===== src/rtl/noc_link_mc_pkg.sv =====
// noc_link_mc_pkg: shared widths, flit type and parity helper for the multi-channel link PHY
package noc_link_mc_pkg;
  localparam int PAR_MAX = 1024;
  localparam int DEF_HDR = 4;
  localparam int DEF_PAY = 64;
  typedef struct packed {
    logic [DEF_HDR-1:0] header;
    logic [DEF_PAY-1:0] payload;
  } flit_t;
  function automatic int clog2(input int v);
    int r;
    r = 0;
    while ((1 << r) < v) r++;
    return r;
  endfunction
  function automatic int flit_w(input int hdr, input int pay);
    return hdr + pay;
  endfunction
  function automatic int ch_w(input int n);
    return n > 1 ? clog2(n) : 1;
  endfunction
  function automatic logic parity(input logic [PAR_MAX-1:0] v);
    return ^v;
  endfunction
endpackage


===== src/rtl/noc_link_mc_fifo.sv =====
// noc_link_mc_fifo: synchronous show-ahead FIFO; the head reads as zero while empty
module noc_link_mc_fifo import noc_link_mc_pkg::*; #(
  parameter  int DEPTH = 4,
  parameter  int WIDTH = 68,
  localparam int AW    = clog2(DEPTH),
  localparam int CW    = clog2(DEPTH + 1)
) (
  input  logic             clk_i,
  input  logic             rst_i,
  input  logic             push_i,
  input  logic             pop_i,
  input  logic [WIDTH-1:0] din_i,
  output logic [WIDTH-1:0] dout_o,
  output logic             full_o,
  output logic             empty_o,
  output logic [CW-1:0]    count_o
);
  logic [WIDTH-1:0] mem [DEPTH];
  logic [AW-1:0] rd_ptr, wr_ptr;
  logic do_push, do_pop;
  assign empty_o = count_o == '0;
  assign full_o  = count_o == CW'(DEPTH);
  assign do_pop  = pop_i && !empty_o;
  // a pop in the same cycle frees the slot, so a push into a full FIFO is still taken
  assign do_push = push_i && (!full_o || do_pop);
  assign dout_o  = empty_o ? '0 : mem[rd_ptr];
  always_ff @(posedge clk_i) begin
    if (rst_i) begin
      rd_ptr  <= '0;
      wr_ptr  <= '0;
      count_o <= '0;
    end else begin
      if (do_push) wr_ptr <= wr_ptr + AW'(1);
      if (do_pop) rd_ptr <= rd_ptr + AW'(1);
      count_o <= count_o + CW'(do_push) - CW'(do_pop);
    end
  end
  always_ff @(posedge clk_i) if (do_push) mem[wr_ptr] <= din_i;
endmodule


===== src/rtl/noc_link_mc_phy.sv =====
// noc_link_mc_phy: NUM_CH virtual channels over one flit link with round-robin arbitration and credit flow control.
// Define NOC_LINK_PARITY_EN to generate and check link parity; otherwise the parity pins are inert.
module noc_link_mc_phy import noc_link_mc_pkg::*; #(
  parameter  int NOC_HEADER_SIZE  = 4,
  parameter  int NOC_PAYLOAD_SIZE = 64,
  parameter  int NUM_CH           = 2,
  parameter  int TX_DEPTH         = 4,
  parameter  int RX_DEPTH         = 4,
  localparam int FLIT_W           = flit_w(NOC_HEADER_SIZE, NOC_PAYLOAD_SIZE),
  localparam int CH_W             = ch_w(NUM_CH)
) (
  input  logic                               clk_i,
  input  logic                               rst_i,
  input  logic [NUM_CH-1:0]                  tx_wrreq_i,
  input  logic [NUM_CH*NOC_HEADER_SIZE-1:0]  tx_header_i,
  input  logic [NUM_CH*NOC_PAYLOAD_SIZE-1:0] tx_payload_i,
  output logic [NUM_CH-1:0]                  tx_stall_o,
  output logic                               link_valid_o,
  output logic [CH_W-1:0]                    link_ch_o,
  output logic [FLIT_W-1:0]                  link_flit_o,
  output logic                               link_par_o,
  input  logic [NUM_CH-1:0]                  link_credit_i,
  input  logic                               link_valid_i,
  input  logic [CH_W-1:0]                    link_ch_i,
  input  logic [FLIT_W-1:0]                  link_flit_i,
  input  logic                               link_par_i,
  output logic [NUM_CH-1:0]                  link_credit_o,
  input  logic [NUM_CH-1:0]                  rx_rdreq_i,
  output logic [NUM_CH*NOC_HEADER_SIZE-1:0]  rx_header_o,
  output logic [NUM_CH*NOC_PAYLOAD_SIZE-1:0] rx_payload_o,
  output logic [NUM_CH-1:0]                  rx_fifo_empty_o,
  output logic [NUM_CH-1:0]                  rx_overflow_o,
  output logic                               rx_parity_err_o
);
  localparam int CW  = clog2(RX_DEPTH + 1);
  localparam int TCW = clog2(TX_DEPTH + 1);
  localparam int TW  = CW + 1;
  localparam int H   = NOC_HEADER_SIZE;
  localparam int P   = NOC_PAYLOAD_SIZE;
  logic [FLIT_W-1:0] tx_dout [NUM_CH];
  logic [FLIT_W-1:0] rx_dout [NUM_CH];
  logic [TCW-1:0] unused_tx_cnt [NUM_CH];
  logic [CW-1:0] unused_rx_cnt [NUM_CH];
  logic [CW-1:0] cnt [NUM_CH];
  logic [CW-1:0] cnt_nxt [NUM_CH];
  logic [CW-1:0] owe [NUM_CH];
  logic [TW-1:0] tot [NUM_CH];
  logic [NUM_CH-1:0] tx_full, tx_empty, rx_full, rx_empty, rx_push, rx_pop, perr, elig, gnt;
  logic [CH_W-1:0] last_grant, gnt_id;
  logic gnt_v, par_ok;
  int idx;
  assign tx_stall_o      = tx_full;
  assign rx_fifo_empty_o = rx_empty;
  for (genvar g = 0; g < NUM_CH; g++) begin : g_ch
    noc_link_mc_fifo #(.DEPTH(TX_DEPTH), .WIDTH(FLIT_W)) u_tx (
      .clk_i(clk_i), .rst_i(rst_i), .push_i(tx_wrreq_i[g] && !tx_full[g]), .pop_i(gnt[g]),
      .din_i({tx_header_i[g*H +: H], tx_payload_i[g*P +: P]}),
      .dout_o(tx_dout[g]), .full_o(tx_full[g]), .empty_o(tx_empty[g]), .count_o(unused_tx_cnt[g]));
    noc_link_mc_fifo #(.DEPTH(RX_DEPTH), .WIDTH(FLIT_W)) u_rx (
      .clk_i(clk_i), .rst_i(rst_i), .push_i(rx_push[g]), .pop_i(rx_rdreq_i[g]),
      .din_i(link_flit_i), .dout_o(rx_dout[g]), .full_o(rx_full[g]), .empty_o(rx_empty[g]),
      .count_o(unused_rx_cnt[g]));
    assign elig[g]    = !tx_empty[g] && cnt[g] != '0;
    assign gnt[g]     = gnt_v && gnt_id == CH_W'(g);
    assign rx_push[g] = link_valid_i && link_ch_i == CH_W'(g) && par_ok;
    assign perr[g]    = link_valid_i && link_ch_i == CH_W'(g) && !par_ok;
    assign rx_pop[g]  = rx_rdreq_i[g] && !rx_empty[g];
    assign rx_header_o[g*H +: H]  = rx_dout[g][FLIT_W-1 -: H];
    assign rx_payload_o[g*P +: P] = rx_dout[g][P-1:0];
    assign cnt_nxt[g] = (link_credit_i[g] == gnt[g]) ? cnt[g] :
                        gnt[g] ? cnt[g] - CW'(1) :
                        cnt[g] == CW'(RX_DEPTH) ? cnt[g] : cnt[g] + CW'(1);
    // credits owed back to the partner; a pop and a parity drop together need two pulses
    assign tot[g] = TW'(owe[g]) + TW'(rx_pop[g]) + TW'(perr[g]);
    assert property (@(posedge clk_i) disable iff (rst_i)
      !(link_credit_i[g] && !gnt[g] && cnt[g] == CW'(RX_DEPTH)));
  end
  always_comb begin
    gnt_v  = 1'b0;
    gnt_id = '0;
    idx    = 0;
    for (int i = 1; i <= NUM_CH; i++) begin
      idx = (int'(last_grant) + i) % NUM_CH;
      if (!gnt_v && elig[CH_W'(idx)]) begin
        gnt_v  = 1'b1;
        gnt_id = CH_W'(idx);
      end
    end
  end
  always_ff @(posedge clk_i) begin
    if (rst_i) begin
      last_grant    <= CH_W'(NUM_CH - 1);
      link_valid_o  <= 1'b0;
      link_ch_o     <= '0;
      link_flit_o   <= '0;
      link_credit_o <= '0;
      rx_overflow_o <= '0;
      for (int c = 0; c < NUM_CH; c++) begin
        cnt[c] <= CW'(RX_DEPTH);
        owe[c] <= '0;
      end
    end else begin
      link_valid_o <= gnt_v;
      if (gnt_v) begin
        last_grant  <= gnt_id;
        link_ch_o   <= gnt_id;
        link_flit_o <= tx_dout[gnt_id];
      end
      rx_overflow_o <= rx_overflow_o | (rx_push & rx_full & ~rx_pop);
      for (int c = 0; c < NUM_CH; c++) begin
        cnt[c]           <= cnt_nxt[c];
        link_credit_o[c] <= tot[c] != '0;
        owe[c]           <= tot[c] == '0 ? '0 : CW'(tot[c] - TW'(1));
      end
    end
  end
`ifdef NOC_LINK_PARITY_EN
  assign par_ok = parity(PAR_MAX'({link_ch_i, link_flit_i})) == link_par_i;
  always_ff @(posedge clk_i) begin
    if (rst_i) begin
      link_par_o      <= 1'b0;
      rx_parity_err_o <= 1'b0;
    end else begin
      if (gnt_v) link_par_o <= parity(PAR_MAX'({gnt_id, tx_dout[gnt_id]}));
      if (link_valid_i && !par_ok) rx_parity_err_o <= 1'b1;
    end
  end
`else
  logic unused_par;
  assign unused_par      = link_par_i;
  assign par_ok          = 1'b1;
  assign link_par_o      = 1'b0;
  assign rx_parity_err_o = 1'b0;
`endif
endmodule


===== config.mk =====
export PLATFORM = sky130hd
export DESIGN_NAME = noc_link_mc_phy
export DESIGN_NICKNAME = d
export VERILOG_FILES = /design/src/rtl/noc_link_mc_pkg.sv /design/src/rtl/noc_link_mc_fifo.sv /design/src/rtl/noc_link_mc_phy.sv
export SDC_FILE = /design/constraint.sdc
export NUM_CORES = 1
export LEC_CHECK = 0
export CORE_AREA = 2 2 345 176
export DETAILED_ROUTE_END_ITERATION = 6
export DIE_AREA = 0 0 347 178
export PLACE_DENSITY = 0.85
export SYNTH_ARGS = -nofsm -noshare
export SYNTH_HDL_FRONTEND = slang
export SYNTH_SLANG_ARGS = --single-unit
export TNS_END_PERCENT = 10

===== constraint.sdc =====
create_clock -name clk_i -period 5.1 [get_ports clk_i]
set_input_delay 1.02 -clock clk_i [delete_from_list [all_inputs] [get_ports clk_i]]
set_output_delay 1.02 -clock clk_i [all_outputs]
set_load 0.01 [all_outputs]

# == After elaboration in Yosys (flattened, before gate mapping) ==
# Memory sizes are Yosys's and may differ from the RTL's. A register that Yosys moved wholly into a read port is not among the register bits.
# Index checks and enable logic that the tools add are counted.
# totals
inputBits,215
mem_count,5
ram_bits,828
out_inout_bits,216
elab_cells,137
reg_bits,31
# mem_list
memory,depth,width,read_ports,rd_clocked_by_memory_dff,wr,line,rtl
g_ch[0].u_rx.mem,4,68,1,1,1,noc_link_mc_fifo.sv:18,logic [WIDTH-1:0] mem [DEPTH];
g_ch[0].u_tx.mem,4,68,1,1,1,noc_link_mc_fifo.sv:18,
g_ch[1].u_rx.mem,4,68,1,1,1,noc_link_mc_fifo.sv:18,
cnt,2,3,2,0,2,noc_link_mc_phy.sv:44,logic [CW-1:0] cnt [NUM_CH];
owe,2,3,2,0,2,noc_link_mc_phy.sv:46,logic [CW-1:0] owe [NUM_CH];
# classes
reduce_logical,38
bitwise_logic,10
n_addsub,24
order_cmp,2
muxes,35
eq_ne,8
# op_table
cell,n
68-bit two-way mux,2
3-bit two-way mux,12
"3-bit == test, second input constant",6
1-bit two-way mux,17
1-bit logical AND,16
"2-bit by 1-bit adder with 2-bit output, second input constant",6
3-bit by 1-bit adder with 3-bit output,4
3-bit zero test,4
3-bit by 1-bit subtractor with 3-bit output,4
"3-bit by 1-bit subtractor with 3-bit output, second input constant",4
1-bit zero test,9
3-bit by 1-bit adder with 4-bit output,2
4-bit zero test,2
2-bit two-way mux,4
4-bit nonzero test,2
"3-bit by 1-bit adder with 3-bit output, second input constant",2
"1-bit by 3-bit < comparator with 1-bit output, second input constant",2
2-bit AND,2
1-bit logical OR,4
1-bit OR,4
3-bit nonzero test,1
"1-bit adder, second input constant",2
1-bit == test,2
1-bit inverter,2
other kinds (2),2

# == Depth between registers and ports, before layout ==
# depth
depth_word,16
depth_mapped,12
mapped_depth_nobuf,12

# == By module ==
# A second synthesis with hierarchy kept.
# unflattened
cells_unflattened,2315
area_unflattened_um2,46643.5
# by_module_without_submodules
module,area_per_inst_um2,cells_per_inst,seq_area_each_um2,n_inst
noc_link_mc_fifo,10721.5,481,8348.0,4
noc_link_mc_phy,3757.4,391,1681.6,1

# == Least setup slack after synthesis ==
# No wires, ideal clock.
# synth_path
path_kind,input-to-reg
from,input rx_rdreq_i[0]
to,"memory g_ch[0].u_rx.mem[0][0], enable pin"
path_buffers,0
stages,3
path_slack_ps,1589
setup_ps,433
arrival_time_ps,3077
path_cell_list,nor4b_1 nor3b_2 and2_1
# synth_between
elab_chain_cells,5
# synth_lines
element,line,rtl
"start, declared",noc_link_mc_phy.sv:28,"input logic [NUM_CH-1:0] rx_rdreq_i,"
1-bit logical AND,noc_link_mc_fifo.sv:23,assign do_pop = pop_i && !empty_o;
1-bit logical OR,noc_link_mc_fifo.sv:25,assign do_push = push_i && (!full_o || do_pop);
1-bit logical AND,noc_link_mc_fifo.sv:25,
via g_ch[0].u_rx.do_push,noc_link_mc_fifo.sv:20,"logic do_push, do_pop;"
1-bit two-way mux,noc_link_mc_fifo.sv:38,always_ff @(posedge clk_i) if (do_push) mem[wr_ptr] <= din_i;
1-bit two-way mux (implied by the code),noc_link_mc_fifo.sv:38,
"end, declared",noc_link_mc_fifo.sv:18,
# The timed path passes the listed nets, and every way through them passes these cells.

==> flow_summary.ini <==
[run_status]
status = finished, final reports clean

[clocking]
cts_made_buffers = 78
clockRootBuffer = clkbuf_16
cts_buffer_depth = 3
clk_pin_slew_ns = 0.07
clkLatencyLatePin_ns = 0.63
post-cts-setup-buffers = 0
htreeDepth = 3
cts.sinks = 928
hold_buffers = 0
cts_tree = built
cts_resized = 0

[global_route]
grt_antenna_before_repair = 4
grt_use_total = 0.2511
grt_pass1_wl_mm = 115.1
grt_max_degree = 72
grt_overflow = 0
grt_pass1_vias = 18480

[finish]
seqCellArea_um2 = 26770
syn2layout_area_growth_pct = 20.06
final_area_um2 = 41970
multi_input_area_um2 = 7597
num-fill-cells = 3364
fin_nets = 2384
layout-drive-gt1-share = 0.1697

[floorplan]
pin_count = 431
num_rows = 63
core-area_um2 = 58730
dieArea_um2 = 61770
die_h_um = 178
start_util = 0.5953
dieWidth_um = 347

[setup_path]
critPathRequiredTime_ns = 4.08
criticalPathCategory = flop to primary output
crit_buf_inv = 2
max_stage_delay_ns = 0.68
worst_setup_path_end_kind = primary output
cp_cell_sequence = buf_4 -> mux4_2 -> and2_1 -> clkdlybuf4s50_1
cp_data_arrival_time_ns = 3.08
crit_path_top_delay_cell = dfxtp_4
path_max_fanout = 21
crit_family = buffers and inverters
critPathLaunchType = flop

[hold_path]
hp-class = flop to flop

[synth]
yosysTopAreaCell = edfxtp_1
ys_seq_area_frac = 0.7651
syn_area_per_cell_um2 = 19.81
synth.area.top_cells = edfxtp_1 70%, mux4_2 13%, dfxtp_1 6.4%, nand2_1 1.5%, and2_1 1.4%
synth_edf_count = 816
yosys.cell_types.count = 48
yosysMostFrequentCell = edfxtp_1
synthTopCellsByCount = 816 x edfxtp_1, 204 x mux4_2, 142 x nand2_1
yosysWarnings = 0
synthesis.area_um2 = 34960
yosysTopAreaCellShare = 0.7009
async_flop_share = 0
synth_flop_cell = edfxtp_1
ys_ff_latch = 928
postSynthCellCount = 1765

[timing]
setup_viol = 0
drv_slew = 0
maxClockFrequency_mhz = 244.1
tightest_slew_ns = 0.9673
fin_crit_sh = 0.8033
period_needed_ns = 4.097
tns_ns = 0
hold_viol = 0
rsz0062_at_grt = no
slew_headroom = 0.3531
fin_worst_skew_ns = 0.03651

[route]
via_count = 17824
drtAntennaViolNets = 0
drc = 0
detail_route.iter0.violations = 1684
wl_per_cell_um = 25.83
drt-pass1-iter-count = 5
via_per_inst = 5.977
drt-total-wl_mm = 77.04

[power_and_ir_drop]
power.total_mw = 22.21
power.leakage_nw = 13.51
ir_worst_vdd_mv = 0.3895
powerDensity_nw_per_um2 = 529.3

[place]
gp_congestion = 0.7420
dpl_cell_area_um2 = 39440
io_buffers = 358
dp_hpwl_mm = 44.72

[flow_run]
drv_cap = 0
==> layer usage <==
layer	share of wire	global-route usage	up-vias
met4	0.023	0.06594	2
met1	0.40	0.3459	9336
met3	0.067	0.04515	130
met2	0.51	0.4231	742
li1	-	-	7614
met5	0.00014	0	-
==> cell type report <==
cell class,instances,area share
diodes,4,0.0002385
clock buffers,102,0.05032
clock inverters,38,0.009867
inverters,32,0.002862
multi-input cells,709,0.1810
flip-flops and latches,928,0.6377
well taps,780,0.02325
repair buffers,389,0.09474
==> cell usage in the layout (no fill, tap or decap), types with 13 or more instances in the layout <==
cell type,instances
edfxtp_1,816
clkdlybuf4s50_1,357
mux4_2,204
nand2_1,141
dfxtp_1,106
nor2b_1,79
clkbuf_16,78
a21oi_1,71
and2_1,69
nor2_1,35
inv_1,31
ha_1,26
buf_4,19
clkbuf_1,17
xnor2_1,15
buf_12,13
==> cell families (layout without fill, tap and decap cells) <==
kind of cell,Yosys count,count (layout),synth area share
xor gates and xnor gates,23,23,0.005763
muxes,206,206,0.1320
buffers and inverters,129,561,0.01879
AOI/OAI and AO/OA,89,89,0.01403
and+or+nand+nor,358,358,0.05208
adders and majority gates,31,31,0.01217
other,1,6,0.0001073
DFF,928,928,0.7651
==> worst register-to-register path: stages, from the launching register on <==
cell     delay [ns]
dfxtp_1        0.37
nor3_4         0.82
nor2b_1        0.29
ha_1           0.37
inv_1          0.04
ha_1           0.19
fa_1           0.40
xnor2_1        0.18
nor2_1         0.05
==> power breakdown <==
| group | total [mW] | switching [mW] | internal [mW] |
|---|---|---|---|
| sequential | 9.63 | 0.577 | 9.05 |
| combinational | 6.67 | 3.29 | 3.38 |
| clock | 5.91 | 2.73 | 3.18 |
| total | 22.2 | 6.60 | 15.6 |
==> state kept, by name, indices dropped and copies added (netlist names), named ones only <==
signal / flops
cnt: 3
g_ch.u_rx.count_o: 6
g_ch.u_rx.mem: 544
g_ch.u_rx.rd_ptr: 4
g_ch.u_rx.wr_ptr: 4
g_ch.u_tx.count_o: 6
g_ch.u_tx.mem: 272
g_ch.u_tx.rd_ptr: 2
g_ch.u_tx.wr_ptr: 2
last_grant: 1
link_ch_o: 1
link_credit_o: 2
link_flit_o: 68
link_valid_o: 1
owe: 6
rx_overflow_o: 2
==> metrics by stage <==
| stage | setup slack (ns) | utilization | hold WS, ns | cells |
|---|---|---|---|---|
| global placement | 1.559 | 0.6715 | 0.4410 | 2838 |
| CTS | 0.9130 | 0.7145 | 0.4559 | 2978 |
| detailed placement | 1.500 | 0.6715 | 0.4465 | 2838 |
| global route | 0.8266 | 0.7146 | 0.4690 | 2980 |
| floorplan | 1.589 | - | 0.4805 | 1766 |
| finish | 1.003 | 0.7147 | 0.4557 | 2982 |
==> worst paths after layout <==
path	startpoint	end	slack, ns	cells past startpoint
max reg2reg	g_ch[0].u_rx.count_o[1]	g_ch[0].u_rx.count_o[2]	2.25	8
max	flop	rx_payload_o[113]	1.00	4
min	link_flit_o[10]	link_flit_o[10]	0.46	2
min reg2reg	link_flit_o[10]	link_flit_o[10]	0.46	2
Power figures use the tool's default switching activity.
